[config.mk]
export PLATFORM = sky130hd
export DESIGN_NAME = ara_req_arbiter
export DESIGN_NICKNAME = d
export VERILOG_FILES = /design/src/rtl/ara_req_arbiter.sv
export SDC_FILE = /design/constraint.sdc
export NUM_CORES = 1
export LEC_CHECK = 0
export ABC_AREA = 1
export CORE_AREA = 10 10 92 94
export CTS_CLUSTER_DIAMETER = 100
export CTS_CLUSTER_SIZE = 24
export DETAILED_ROUTE_END_ITERATION = 7
export DIE_AREA = 0 0 102 104
export HOLD_SLACK_MARGIN = 0.1
export PLACE_DENSITY = 0.82
export SLEW_MARGIN = 15
export SYNTH_ARGS = -nofsm -noshare
export SYNTH_HDL_FRONTEND = slang
export SYNTH_SLANG_ARGS = --single-unit
[constraint.sdc]
create_clock -name clk_i -period 1.4 [get_ports clk_i]
set_input_delay 0.28 -clock clk_i [delete_from_list [all_inputs] [get_ports clk_i]]
set_output_delay 0.28 -clock clk_i [all_outputs]
set_load 0.005 [all_outputs]
[src/rtl/ara_req_arbiter.sv]
// ara_req_arbiter
// ---------------------------------------------------------------------------
// Shares the single Ara sequencer request port between NrReq dispatchers.
// A requester is picked round-robin while the arbiter is idle. That requester
// then owns the port until its request is accepted, so a sequencer that holds
// ready low (waiting on address translation or a scalar response) cannot have
// the grant taken away. Responses from the sequencer go back to the current
// owner only.
//
// Handshake semantics (all ports): a transfer happens in a cycle where valid
// and ready are both high. The arbiter never looks at ready to decide valid.
// A granted owner that drops valid before its transfer completes is a
// protocol error: the grant is released and err_o is set.
//
// Ports
//   clk_i, rst_i        clock, asynchronous active-high reset
//   req_i[NrReq]        dispatcher requests
//   req_valid_i[NrReq]  request valid per dispatcher
//   req_ready_o[NrReq]  request accepted (only the owner's bit can be high)
//   resp_o[NrReq]       sequencer response routed to the owner
//   resp_valid_o[NrReq] response valid per dispatcher
//   ara_req_o           request towards the sequencer
//   ara_req_valid_o     request valid towards the sequencer
//   ara_req_ready_i     sequencer accepts the request
//   ara_resp_i          sequencer response
//   ara_resp_valid_i    sequencer response valid
//   owner_o             index of the current (or most recent) grant
//   busy_o              high while a grant is held (FSM state GRANTED)
//   err_o               sticky protocol error
//   timeout_o           sticky watchdog flag
//
// Build option
//   ARA_REQ_ARB_TIMEOUT_EN  when defined, a watchdog counts consecutive
//                           granted cycles and raises timeout_o once the
//                           count reaches TimeoutCycles. The grant is kept.
//                           When undefined, timeout_o is tied low.
// ---------------------------------------------------------------------------

package ara_req_arbiter_pkg;

    typedef struct packed {
        logic [7:0]  op;
        logic [31:0] scalar_op;
        logic [4:0]  vd;
    } ara_req_t;

    typedef struct packed {
        logic [31:0] resp;
        logic        error;
    } ara_resp_t;

endpackage

module ara_req_arbiter
    import ara_req_arbiter_pkg::*;
#(
    parameter int unsigned NrReq         = 2,
    parameter int unsigned TimeoutCycles = 1024,
    localparam int unsigned IdxW         = (NrReq > 2) ? $clog2(NrReq) : 1
) (
    input  logic                  clk_i,
    input  logic                  rst_i,

    input  ara_req_t  [NrReq-1:0] req_i,
    input  logic      [NrReq-1:0] req_valid_i,
    output logic      [NrReq-1:0] req_ready_o,

    output ara_resp_t [NrReq-1:0] resp_o,
    output logic      [NrReq-1:0] resp_valid_o,

    output ara_req_t              ara_req_o,
    output logic                  ara_req_valid_o,
    input  logic                  ara_req_ready_i,
    input  ara_resp_t             ara_resp_i,
    input  logic                  ara_resp_valid_i,

    output logic      [IdxW-1:0]  owner_o,
    output logic                  busy_o,
    output logic                  err_o,
    output logic                  timeout_o
);

    typedef enum logic {
        IDLE    = 1'b0,
        GRANTED = 1'b1
    } state_e;

    state_e          state_q, state_d;
    logic [IdxW-1:0] owner_q, owner_d;
    logic [IdxW-1:0] rr_q, rr_d;
    logic            err_q, err_d;

    logic [IdxW-1:0] winner;
    logic            found;
    logic            owner_valid;
    logic            handshake;

    assign owner_valid = req_valid_i[owner_q];

    // Round-robin pick: first valid requester at or above rr_q, wrapping.
    // rr_q and the offset are both below NrReq, so one subtraction is enough
    // to fold the sum back into range.
    always_comb begin
        logic [IdxW:0] cand;
        winner = rr_q;
        found  = 1'b0;
        cand   = '0;
        for (int unsigned i = 0; i < NrReq; i++) begin
            cand = {1'b0, rr_q} + (IdxW+1)'(i);
            if (cand >= (IdxW+1)'(NrReq)) begin
                cand = cand - (IdxW+1)'(NrReq);
            end
            if (!found && req_valid_i[cand[IdxW-1:0]]) begin
                winner = cand[IdxW-1:0];
                found  = 1'b1;
            end
        end
    end

    // Next-state logic.
    always_comb begin
        state_d   = state_q;
        owner_d   = owner_q;
        rr_d      = rr_q;
        err_d     = err_q;
        handshake = 1'b0;
        case (state_q)
            IDLE: begin
                // Nobody owns the port, so a response here has nowhere to go.
                if (ara_resp_valid_i) begin
                    err_d = 1'b1;
                end
                if (found) begin
                    owner_d = winner;
                    state_d = GRANTED;
                end
            end
            GRANTED: begin
                handshake = owner_valid && ara_req_ready_i;
                if (handshake) begin
                    state_d = IDLE;
                    rr_d    = (owner_q == IdxW'(NrReq - 1)) ? '0 : owner_q + IdxW'(1);
                end else if (!owner_valid) begin
                    // Owner withdrew its request: release without advancing
                    // the round-robin pointer.
                    state_d = IDLE;
                    err_d   = 1'b1;
                end
            end
            default: begin
                state_d = IDLE;
            end
        endcase
    end

    always_ff @(posedge clk_i or posedge rst_i) begin
        if (rst_i) begin
            state_q <= IDLE;
            owner_q <= '0;
            rr_q    <= '0;
            err_q   <= 1'b0;
        end else begin
            state_q <= state_d;
            owner_q <= owner_d;
            rr_q    <= rr_d;
            err_q   <= err_d;
        end
    end

    // Datapath: everything is a pure function of the state and the inputs of
    // the current cycle, so a response arriving together with the handshake
    // still reaches the owner before the grant is dropped.
    always_comb begin
        ara_req_o       = '0;
        ara_req_valid_o = 1'b0;
        req_ready_o     = '0;
        resp_o          = '0;
        resp_valid_o    = '0;
        if (state_q == GRANTED) begin
            ara_req_o            = req_i[owner_q];
            ara_req_valid_o      = owner_valid;
            req_ready_o[owner_q] = ara_req_ready_i;
            if (ara_resp_valid_i) begin
                resp_valid_o[owner_q] = 1'b1;
                resp_o[owner_q]       = ara_resp_i;
            end
        end
    end

    assign owner_o = owner_q;
    assign busy_o  = (state_q == GRANTED);
    assign err_o   = err_q;

`ifdef ARA_REQ_ARB_TIMEOUT_EN
    localparam int unsigned CntW = $clog2(TimeoutCycles) + 1;

    logic [CntW-1:0] cnt_q, cnt_d;
    logic            to_q, to_d;

    // Counts granted cycles that stay granted; saturates at the limit so the
    // flag cannot be missed by wrap-around. Any return to IDLE clears it.
    always_comb begin
        cnt_d = '0;
        to_d  = to_q;
        if (state_q == GRANTED && state_d == GRANTED) begin
            cnt_d = cnt_q;
            if (cnt_q != CntW'(TimeoutCycles)) begin
                cnt_d = cnt_q + CntW'(1);
            end
            if (cnt_d == CntW'(TimeoutCycles)) begin
                to_d = 1'b1;
            end
        end
    end

    always_ff @(posedge clk_i or posedge rst_i) begin
        if (rst_i) begin
            cnt_q <= '0;
            to_q  <= 1'b0;
        end else begin
            cnt_q <= cnt_d;
            to_q  <= to_d;
        end
    end

    assign timeout_o = to_q;
`else
    // Watchdog not built; the limit parameter has no effect.
    logic [31:0] unused_timeout_cycles;
    assign unused_timeout_cycles = 32'(TimeoutCycles);
    assign timeout_o             = 1'b0;
`endif

endmodule

==> impl_metrics.ini <==
[sta]
setup_ws_ps = -245.7
max_freq_mhz = 607.6
whs_ps = 249.5
finalCritPeriodShare_pct = 117.6
finalHoldViolCount = 0
rsz0062_at_grt = yes
clock_skew_ps = 0.7618
tns_ps = -23310
min_period_ps = 1646
setup_violations = 116
finalMaxSlewViolations = 0

[final_layout]
diodes = 0
multi_input_area_um2 = 1409
final_cell_mix = clkdlybuf4s50_1, buf_2, nand2_1
final_cells = 644
mostFrequentLayoutCell = clkdlybuf4s50_1
finalInstanceArea_um2 = 4542
regArea_um2 = 102.6
drive_gt1_share_pct = 49.65
nFillCells = 568
fin_nets = 695
area_delta_synth_final_pct = 235.2

[yosys]
synth_cell_types = 20
syn_nets = 418
synth.cell_area_um2 = 1355
synthXorXnorAreaFrac_pct = 0
synth_top_family_by_area = simple AND/OR/NAND/NOR gates
synth.avg_cell_area_um2 = 4.689
synth-adder-area-share_pct = 0
synth_seq_cells = 4
synth-simple-area-share_pct = 51.34
syn_inst = 289
synth_compound_area_share_pct = 18.10
seq_area_frac_synth_pct = 7.387
synth.area.mux_share_pct = 0
yosys_warnings = 0

[cts]
numCtsBuffers = 3
clock_latency_ps = 220
htree_levels = 1
root_buffer = clkbuf_8
cts_buffer_depth = 2
clock-sinks = 4
clk_pin_slew_ps = 30
cts_tree = built

[routing]
vias = 2926
wl_per_cell_um = 18.93
drt_iter0_markers = 43
wl_um = 12190
drc = 0
firstDrtPassIters = 4
routed_via_density = 4.543
ant_nets = 0

[power]
share_comb_of_total_power_pct = 92.1
p_per_area_nw_per_um2 = 1329
ir_drop_mv = 0.8203
leakagePower_nw = 2.284
power.internal_w = 0.003268
power.share.switching_pct = 45.86
switchingPower_w = 0.002768
clkPwrFrac_pct = 4.0
pwr-share-seq_pct = 3.8

[hold_path]
hp-class = in -> async

[floorplanning]
die_h_um = 104
dieArea_um2 = 10610
coreArea_um2 = 6681
pin_count = 249
start_util_pct = 20.28
rows = 30
die_w_um = 102

[critical_path]
path_max_fanout = 6
worstPathArrival_ps = 1370
critical_path.endpoint_type = output port
critPathSlowestCell = dfrtp_2
cpMostUsedCell = buf_12
critical_path.cell_chain = inv_4, buf_6, buf_12, buf_12, nand2_4, a21oi_2, buf_2
critical_path.max_stage_delay_ps = 420
path_class = reg -> out
worstPathRequired_ps = 1120
cp-start-kind = flop

[run_status]
outcome = finished with violations
violations = setup timing

[flow_run]
cap_violations = 0

[global_routing]
grt_use_total_pct = 20.15
grt_pass1_vias = 2985
grt_remaining_overflow = 0
antenna_found_initial = 0
grt_max_degree = 36
grt_pass1_wl_um = 16970

[place]
postPlaceCellArea_um2 = 3969
gp_congestion = 0.8186
portBuffers = 247
place_hpwl_um = 9197
placedCellCount = 612
pre_cts_ws_ps = -781.2
area by class of cell:
type                    instances  share of cell area [%]
well taps                      80                   2.204
inverters                      41                   3.444
clock buffers                   3                  0.9091
repair buffers                294                   60.17
flip-flops and latches          4                   2.259
multi-input cells             222                   31.02
Yosys cell counts:
master / number / area share (%)
nand2_1: 98 / 27
nor2_1: 58 / 16
a21oi_1: 45 / 17
inv_1: 39 / 11
buf_4: 10 / 5.5
nor2_2: 10 / 4.6
buf_2: 5 / 1.8
buf_6: 4 / 3.3
dfrtp_1: 4 / 7.4
clkbuf_1: 3 / 0.83
nand3_1: 3 / 1.1
inv_2: 2 / 0.55
conb_1: 1 / 0.28
nand2_2: 1 / 0.46
nand3_2: 1 / 0.74
nor2_4: 1 / 0.83
nor3_1: 1 / 0.37
o211ai_1: 1 / 0.55
o21ai_0: 1 / 0.37
o21bai_1: 1 / 0.55
power by group through the flow:
stage | registers, W | clock network (W) | logic [W]
finish | 0.000230 | 0.000244 | 0.00556
global route | 0.000238 | 0.000265 | 0.00598
CTS | 0.000223 | 0.000247 | 0.00512
detailed placement | 0.000200 | 0 | 0.00417
global placement | 0.000199 | 0 | 0.00412
floorplan | 0.000212 | 0 | 0.00164
cell families (layout without fill, tap and decap cells):
kind of cell,Yosys count,count (layout)
AOI/OAI and AO/OA,48,48
DFF,4,4
and+or+nand+nor,173,173
other,1,1
buffers and inverters,63,338
worst paths after layout:
path / startpoint / to / slack, ps / depth (start not counted)
worst max-delay path: owner_o / ara_req_o[7] / -250 / 7
max in group asynchronous: rst_i / owner_o / 990 / 2
min in group clk_i: err_o / err_o / 470 / 1
worst min-delay path: rst_i / err_o / 250 / 2
worst min register to register: err_o / err_o / 470 / 1
worst max register to register: owner_o / busy_o / 60 / 8
state kept, by name (all words and copies together) (netlist names):
| name | flops |
|---|---|
| err_o | 1 |
| busy_o | 1 |
| rr_q | 1 |
| owner_o | 1 |
metal layers:
metal	routed length (um)	vias to the layer above	global-route usage [%]
met5	0	-	0
met4	229	0	4.637
met3	1464	15	9.435
met2	6558	171	39.00
met1	3936	1325	17.91
li1	-	1415	-
critical path: cells and delay by family, from the launching register on:
kind                   cells  cell delay, ps
flip-flops                 1             420
buffers and inverters      5             580
AO/OA/AOI/OAI              1             100
AND/OR/NAND/NOR            1              40
repair_timing:
action                                  4_1_cts  5_1_grt
buffers inserted                             19        4
gates resized for setup                     530      126
gates cloned                                  9        1
pin swaps                                     8       18
endpoints found under the setup margin      118      118
hold buffers                                  0        0
per-stage QoR:
step	utilization, %	power (W)
after floorplan	-	0.001853
after global placement	59.40	0.004321
after detailed placement	59.40	0.004374
after CTS	61.22	0.005585
after global routing	67.98	0.006479
final	67.98	0.006036
Power figures use the tool's default switching activity.
